--- config.mk ---
export PLATFORM = sky130hd
export DESIGN_NAME = demux2_4_buf_flat
export DESIGN_NICKNAME = d
export VERILOG_FILES = /design/src/rtl/demux2_4_buf_pkg.sv /design/src/rtl/demux2_4_buf_if.sv /design/src/rtl/demux2_4_buf_fifo.sv /design/src/rtl/demux2_4_buf.sv /design/src/flat_wrapper.sv
export SDC_FILE = /design/constraint.sdc
export NUM_CORES = 1
export LEC_CHECK = 0
export ABC_AREA = 0
export BUFFER_PORTS_ARGS = -buffer_cell sky130_fd_sc_hd__clkbuf_2
export CORE_MARGIN = 1
export CORE_UTILIZATION = 44
export DETAILED_ROUTE_END_ITERATION = 6
export GPL_ROUTABILITY_DRIVEN = 0
export PLACE_DENSITY = 0.66
export SETUP_SLACK_MARGIN = 0.2
export SYNTH_ARGS = -nofsm -noshare
export SYNTH_HDL_FRONTEND = slang
export SYNTH_SLANG_ARGS = --single-unit
--- constraint.sdc ---
create_clock -name clk -period 4 [get_ports clk]
set_clock_uncertainty 0.15 [all_clocks]
set_input_delay 0.2 -clock clk [delete_from_list [all_inputs] [get_ports clk]]
set_output_delay 0.2 -clock clk [all_outputs]
set_load 0.005 [all_outputs]
--- src/rtl/demux2_4_buf_pkg.sv ---
// Shared constants and types for the buffered 1:2 demux.
// Imported by the interface, buffer and top level.
package demux_pkg;
  localparam int WIDTH_DEF = 4;
  localparam int DEPTH_DEF = 2;
  localparam int CNT_W     = 8;
  localparam logic SEL_A   = 1'b0;
  localparam logic SEL_B   = 1'b1;

  typedef logic [CNT_W-1:0] cnt_t;
endpackage

--- src/rtl/demux2_4_buf_if.sv ---
// Input and dual-output handshake bundle of the buffered demux.
// master drives words in and consumes outputs; slave is the block.
interface demux2_4_buf_if
  import demux_pkg::*;
#(
  parameter int WIDTH = WIDTH_DEF
) ();
  logic [WIDTH-1:0] in_data;
  logic             in_s;
  logic             in_valid;
  logic             in_ready;
  logic [WIDTH-1:0] out_a_data;
  logic             out_a_valid;
  logic             out_a_ready;
  logic [WIDTH-1:0] out_b_data;
  logic             out_b_valid;
  logic             out_b_ready;
  cnt_t             cnt_a;
  cnt_t             cnt_b;

  modport master (
    output in_data, in_s, in_valid,
    input  in_ready,
    input  out_a_data, out_a_valid,
    output out_a_ready,
    input  out_b_data, out_b_valid,
    output out_b_ready,
    input  cnt_a, cnt_b
  );

  modport slave (
    input  in_data, in_s, in_valid,
    output in_ready,
    output out_a_data, out_a_valid,
    input  out_a_ready,
    output out_b_data, out_b_valid,
    input  out_b_ready,
    output cnt_a, cnt_b
  );
endinterface

--- src/rtl/demux2_4_buf_fifo.sv ---
// Per-channel FIFO: registered storage, head word read straight
// from storage so there is no input-to-output combinational path.
module fifo_buf
  import demux_pkg::*;
#(
  parameter int WIDTH = WIDTH_DEF,
  parameter int DEPTH = DEPTH_DEF,
  localparam int AW = $clog2(DEPTH),
  localparam int CW = AW + 1
) (
  input  logic             clk,
  input  logic             rst_n,
  input  logic             push_i,
  input  logic [WIDTH-1:0] data_i,
  input  logic             pop_i,
  output logic [WIDTH-1:0] data_o,
  output logic [CW-1:0]    count_o,
  output logic             full_o,
  output logic             empty_o
);
  logic [WIDTH-1:0] mem_q [DEPTH];
  logic [AW-1:0]    wr_q, wr_d;
  logic [AW-1:0]    rd_q, rd_d;
  logic [CW-1:0]    count_q, count_d;
  logic             push_ok, pop_ok;

  assign full_o  = (count_q == CW'(DEPTH));
  assign empty_o = (count_q == '0);
  assign data_o  = mem_q[rd_q];
  assign count_o = count_q;

  assign push_ok = push_i & ~full_o;
  assign pop_ok  = pop_i & ~empty_o;

  // DEPTH is a power of two, so pointers wrap naturally
  always_comb begin
    wr_d    = wr_q;
    rd_d    = rd_q;
    count_d = count_q;
    if (push_ok) wr_d = wr_q + AW'(1);
    if (pop_ok)  rd_d = rd_q + AW'(1);
    unique case ({push_ok, pop_ok})
      2'b10:   count_d = count_q + CW'(1);
      2'b01:   count_d = count_q - CW'(1);
      default: count_d = count_q;
    endcase
  end

  always_ff @(posedge clk) begin
    if (!rst_n) begin
      wr_q    <= '0;
      rd_q    <= '0;
      count_q <= '0;
      mem_q   <= '{default: '0};
    end else begin
      wr_q    <= wr_d;
      rd_q    <= rd_d;
      count_q <= count_d;
      if (push_ok) mem_q[wr_q] <= data_i;
    end
  end
endmodule

--- src/rtl/demux2_4_buf.sv ---
// Buffered 1:2 demux: steers each accepted word to channel A or B
// by in_s and counts words delivered on each channel.
module demux2_4_buf
  import demux_pkg::*;
#(
  parameter int WIDTH = WIDTH_DEF,
  parameter int DEPTH = DEPTH_DEF
) (
  input logic              clk,
  input logic              rst_n,
  demux2_4_buf_if.slave    bus
);
  localparam int CW = $clog2(DEPTH) + 1;

  logic          sel_a, sel_b;
  logic          push_a, push_b;
  logic          pop_a, pop_b;
  logic          full_a, full_b;
  logic          empty_a, empty_b;
  logic [CW-1:0] count_a, count_b;
  cnt_t          cnt_a_q, cnt_a_d;
  cnt_t          cnt_b_q, cnt_b_d;

  assign sel_a = (bus.in_s == SEL_A);
  assign sel_b = (bus.in_s == SEL_B);

  // Readiness looks only at the selected buffer; no full-case bypass
  assign bus.in_ready = rst_n & (sel_b ? ~full_b : ~full_a);

  assign push_a = bus.in_valid & bus.in_ready & sel_a;
  assign push_b = bus.in_valid & bus.in_ready & sel_b;
  assign pop_a  = bus.out_a_ready & ~empty_a;
  assign pop_b  = bus.out_b_ready & ~empty_b;

  assign bus.out_a_valid = (count_a != '0);
  assign bus.out_b_valid = (count_b != '0);

  fifo_buf #(
    .WIDTH (WIDTH),
    .DEPTH (DEPTH)
  ) u_buf_a (
    .clk     (clk),
    .rst_n   (rst_n),
    .push_i  (push_a),
    .data_i  (bus.in_data),
    .pop_i   (pop_a),
    .data_o  (bus.out_a_data),
    .count_o (count_a),
    .full_o  (full_a),
    .empty_o (empty_a)
  );

  fifo_buf #(
    .WIDTH (WIDTH),
    .DEPTH (DEPTH)
  ) u_buf_b (
    .clk     (clk),
    .rst_n   (rst_n),
    .push_i  (push_b),
    .data_i  (bus.in_data),
    .pop_i   (pop_b),
    .data_o  (bus.out_b_data),
    .count_o (count_b),
    .full_o  (full_b),
    .empty_o (empty_b)
  );

  assign cnt_a_d = pop_a ? cnt_a_q + cnt_t'(1) : cnt_a_q;
  assign cnt_b_d = pop_b ? cnt_b_q + cnt_t'(1) : cnt_b_q;

  always_ff @(posedge clk) begin
    if (!rst_n) begin
      cnt_a_q <= '0;
      cnt_b_q <= '0;
    end else begin
      cnt_a_q <= cnt_a_d;
      cnt_b_q <= cnt_b_d;
    end
  end

  assign bus.cnt_a = cnt_a_q;
  assign bus.cnt_b = cnt_b_q;
endmodule

--- src/flat_wrapper.sv ---
// flat-port wrapper written by rule: the top's interface ports become plain ports
module demux2_4_buf_flat import demux_pkg::*;
#(
  parameter int WIDTH = WIDTH_DEF,
  parameter int DEPTH = DEPTH_DEF
)
  (clk, rst_n, bus_in_data, bus_in_s, bus_in_valid, bus_in_ready, bus_out_a_data, bus_out_a_valid, bus_out_a_ready, bus_out_b_data, bus_out_b_valid, bus_out_b_ready, bus_cnt_a, bus_cnt_b);
  demux2_4_buf_if #(.WIDTH(WIDTH)) bus_i ();
  input logic clk;
  input logic rst_n;
  input wire logic [$bits(bus_i.in_data)-1:0] bus_in_data;
  input wire logic [$bits(bus_i.in_s)-1:0] bus_in_s;
  input wire logic [$bits(bus_i.in_valid)-1:0] bus_in_valid;
  output wire logic [$bits(bus_i.in_ready)-1:0] bus_in_ready;
  output wire logic [$bits(bus_i.out_a_data)-1:0] bus_out_a_data;
  output wire logic [$bits(bus_i.out_a_valid)-1:0] bus_out_a_valid;
  input wire logic [$bits(bus_i.out_a_ready)-1:0] bus_out_a_ready;
  output wire logic [$bits(bus_i.out_b_data)-1:0] bus_out_b_data;
  output wire logic [$bits(bus_i.out_b_valid)-1:0] bus_out_b_valid;
  input wire logic [$bits(bus_i.out_b_ready)-1:0] bus_out_b_ready;
  output wire logic [$bits(bus_i.cnt_a)-1:0] bus_cnt_a;
  output wire logic [$bits(bus_i.cnt_b)-1:0] bus_cnt_b;
  assign bus_i.in_data = bus_in_data;
  assign bus_i.in_s = bus_in_s;
  assign bus_i.in_valid = bus_in_valid;
  assign bus_in_ready = bus_i.in_ready;
  assign bus_out_a_data = bus_i.out_a_data;
  assign bus_out_a_valid = bus_i.out_a_valid;
  assign bus_i.out_a_ready = bus_out_a_ready;
  assign bus_out_b_data = bus_i.out_b_data;
  assign bus_out_b_valid = bus_i.out_b_valid;
  assign bus_i.out_b_ready = bus_out_b_ready;
  assign bus_cnt_a = bus_i.cnt_a;
  assign bus_cnt_b = bus_i.cnt_b;
  demux2_4_buf #(.WIDTH(WIDTH), .DEPTH(DEPTH)) u_core (.clk(clk), .rst_n(rst_n), .bus(bus_i));
endmodule
==> run metrics <==
fin crit share 50.6%; pwr dens 403 nW/µm²; die height 66.3 µm; Tightest Hold Check Type input pin to flop; Cells after DPL 272; Final setup viols 0; starting density of the core 45.8%; Total Power 0.000856 W; min Tclk post-route 2.02 ns; clock-pin slew on the worst setup and hold paths 0.07 ns; Post-Layout Cell Count 279; Most used DFF post-synth dfxtp_1; cell at the root of the clock tree clkbuf_8; Worst EP required 4.06 ns; Horiz. Die Dim 66.3 µm; H-tree lvl count 2; initial antenna violation count 0; drt first pass iters 4; worst setup path endpoint u_core.u_buf_b.count_o[1]; setup bufs post-CTS 0; proportion of layout cells with a drive suffix above 1 25.3%; Core Region 3970 µm²; CP max FO 6; Routed wire per std cell 12.2 µm; via count 1,440; Overflow after GRT 0; TritonCTS clock tree yes; Synthesized Nets 208; RSZ-0062 raised after global routing false; number of placement rows 23; Crit Path Category flop to flop; Avg Cell Area, Syn 9.38 µm²; Mapped Area 1820 µm²; Inserted Diodes 0; Bufs on Longest Clock Path 2; vias in the first global route 1,282; Iter 0 DRT Violations 66; YS warnings 0; dpl ws 1.95 ns; largest net degree at the start of global routing 31; Leak 0.878 nW; hpwl dp 2480 µm; Slew headroom 55.0%; first-pass GRT wire length 5730 µm; CP Launch Point u_core.u_buf_b.count_o[1]; outcome finished clean; maximum VDD drop 263 µV; die area 4400 µm²; CTS resizes 0; I/O pins 37; GRT Util Overall 17.4%; Worst path slowest cell nor2b_1; Worst Tran Pin Value 0.673 ns; Hold WS 0.0908 ns; clock latency on the worst-skew pair 0.28 ns; FF+latch count, synth 40; WL final 3410 µm; IO buf count 36; post-synth cell types 32; routed vias/inst 5.16; CP Capture Type flop; Hold Vio Cnt, Final 0; CP Launch Type flop; worst setup margin 1.98 ns; DRC 0; r2r setup slk 1.98 ns; WP data arrival 2.08 ns; NumNets Final 243; max cap viols 0; R2R cell count 6; Layout Area Growth over Synthesis 16.8%; setup TNS 0 ns; post-synthesis instance total 194; total CTS buffers 5; # clock sinks 40; Hold-fix buffers, CTS 0; max frequency 494 MHz; cells along the critical path nor2b_1, nor2_1, nand3_1, ha_1, or3_1, a21oi_1; Routed Antenna Nets 0; CP max stage delay 0.41 ns; launch point of the worst reg-to-reg path u_core.u_buf_b.count_o[1]; Post-synth EDFFs 0; worst reg2reg path endpoint u_core.u_buf_b.count_o[1]; sequential share of the synthesized area 44.0%; asr flop ratio synth 0%; Slew Viols, Final 0
## worst min path at each step
stage / start / to / slack (ns) / cells past startpoint
detailed placement: u_core.u_buf_b.mem_q[1] / u_core.u_buf_b.mem_q[1] / 0.30 / 2
CTS: bus_in_data[3] / u_core.u_buf_a.mem_q[7] / 0.09 / 3
floorplan: rst_n / u_core.bus.cnt_b[4] / 0.21 / 2
global route: bus_in_data[1] / u_core.u_buf_b.mem_q[1] / 0.11 / 3
global placement: u_core.u_buf_a.mem_q[2] / u_core.u_buf_a.mem_q[2] / 0.29 / 2
finish: bus_in_data[0] / u_core.u_buf_a.mem_q[4] / 0.09 / 3
## critical path, delay by kind of cell (launching register included)
family | cells | cell delay (ns)
and+or+nand+nor | 4 | 0.97
adders and majority gates | 1 | 0.27
DFF | 1 | 0.40
AOI/OAI and AO/OA | 1 | 0.15
## layout by cell type (no fill, tap or decap), types with 6 or more instances in the layout
master / synthesis / final
mux2i_1: 20 / 20
o21ai_0: 7 / 7
clkbuf_2: 0 / 36
mux2_2: 8 / 8
clkbuf_8: 0 / 7
nor2_1: 14 / 14
nand2_1: 26 / 26
a21oi_1: 11 / 11
or3_1: 7 / 7
inv_1: 6 / 6
xor2_1: 7 / 7
dfxtp_1: 40 / 40
## per-stage QoR
stage / utilization [%] / cell area (µm²)
2_1_floorplan: - / 1820
3_3_place_gp: 51.1 / 2030
3_5_place_dp: 51.1 / 2030
4_1_cts: 53.5 / 2120
5_1_grt: 53.5 / 2120
6_report: 53.5 / 2120
## power breakdown
group          internal, W  switching, W  total (W)  leakage, nW
registers         0.000419     0.0000293   0.000449        0.324
clock network     0.000154      0.000131   0.000284       0.0503
logic            0.0000609     0.0000626   0.000123        0.504
## Yosys cell counts (all sizes together) (2+ instances only)
master	count	area [µm²]
nand2b	2	12.5
nand2	27	104
mux2i	20	200
or4	4	30.0
xor2	7	61.3
buf	4	18.8
clkbuf	4	15.0
or2	2	12.5
or3	7	43.8
a21oi	11	55.1
o21a	2	15.0
ha	4	50.1
o211ai	2	15.0
dfxtp	40	801
o31ai	4	30.0
nor2b	2	12.5
inv	6	22.5
nand4	3	18.8
mux2	8	90.1
xnor2	3	26.3
o21ai	9	48.8
nand3	4	20.0
nor2	14	52.6
## per-layer routing
| metal | vias up | routed length (µm) | track usage, % |
|---|---|---|---|
| met4 | 0 | 35 | 7.18 |
| met3 | 5 | 153 | 5.00 |
| met1 | 659 | 1670 | 21.6 |
| met2 | 28 | 1550 | 28.1 |
| met5 | - | 0 | 0 |
| li1 | 748 | - | - |
## flip-flops by register name, indices dropped and copies added (netlist names)
name,cells
u_core.bus.cnt_a,8
u_core.bus.cnt_b,8
u_core.u_buf_a.mem_q,8
u_core.u_buf_b.mem_q,8
u_core.u_buf_a.count_o,2
u_core.u_buf_b.count_o,2
u_core.u_buf_a.rd_q,1
u_core.u_buf_a.wr_q,1
u_core.u_buf_b.rd_q,1
u_core.u_buf_b.wr_q,1
## final cells by class
| class | instances | area, µm² |
|---|---|---|
| clock buffer | 7 | 96.3 |
| fill | 383 | 1850 |
| inverter | 6 | 22.5 |
| multi-input combinational | 140 | 962 |
| sequential | 40 | 801 |
| tap | 50 | 62.6 |
| timing repair buffer | 36 | 180 |
## cells by family after synthesis
family	share of synthesized area, %
XOR/XNOR	4.81
AND/OR/NAND/NOR	19.4
flip-flops	44.0
adder cells (fa/ha/maj)	2.75
AO/OA/AOI/OAI	9.97
buffers and inverters	3.09
multiplexers	16.0
Power figures use the tool's default switching activity.
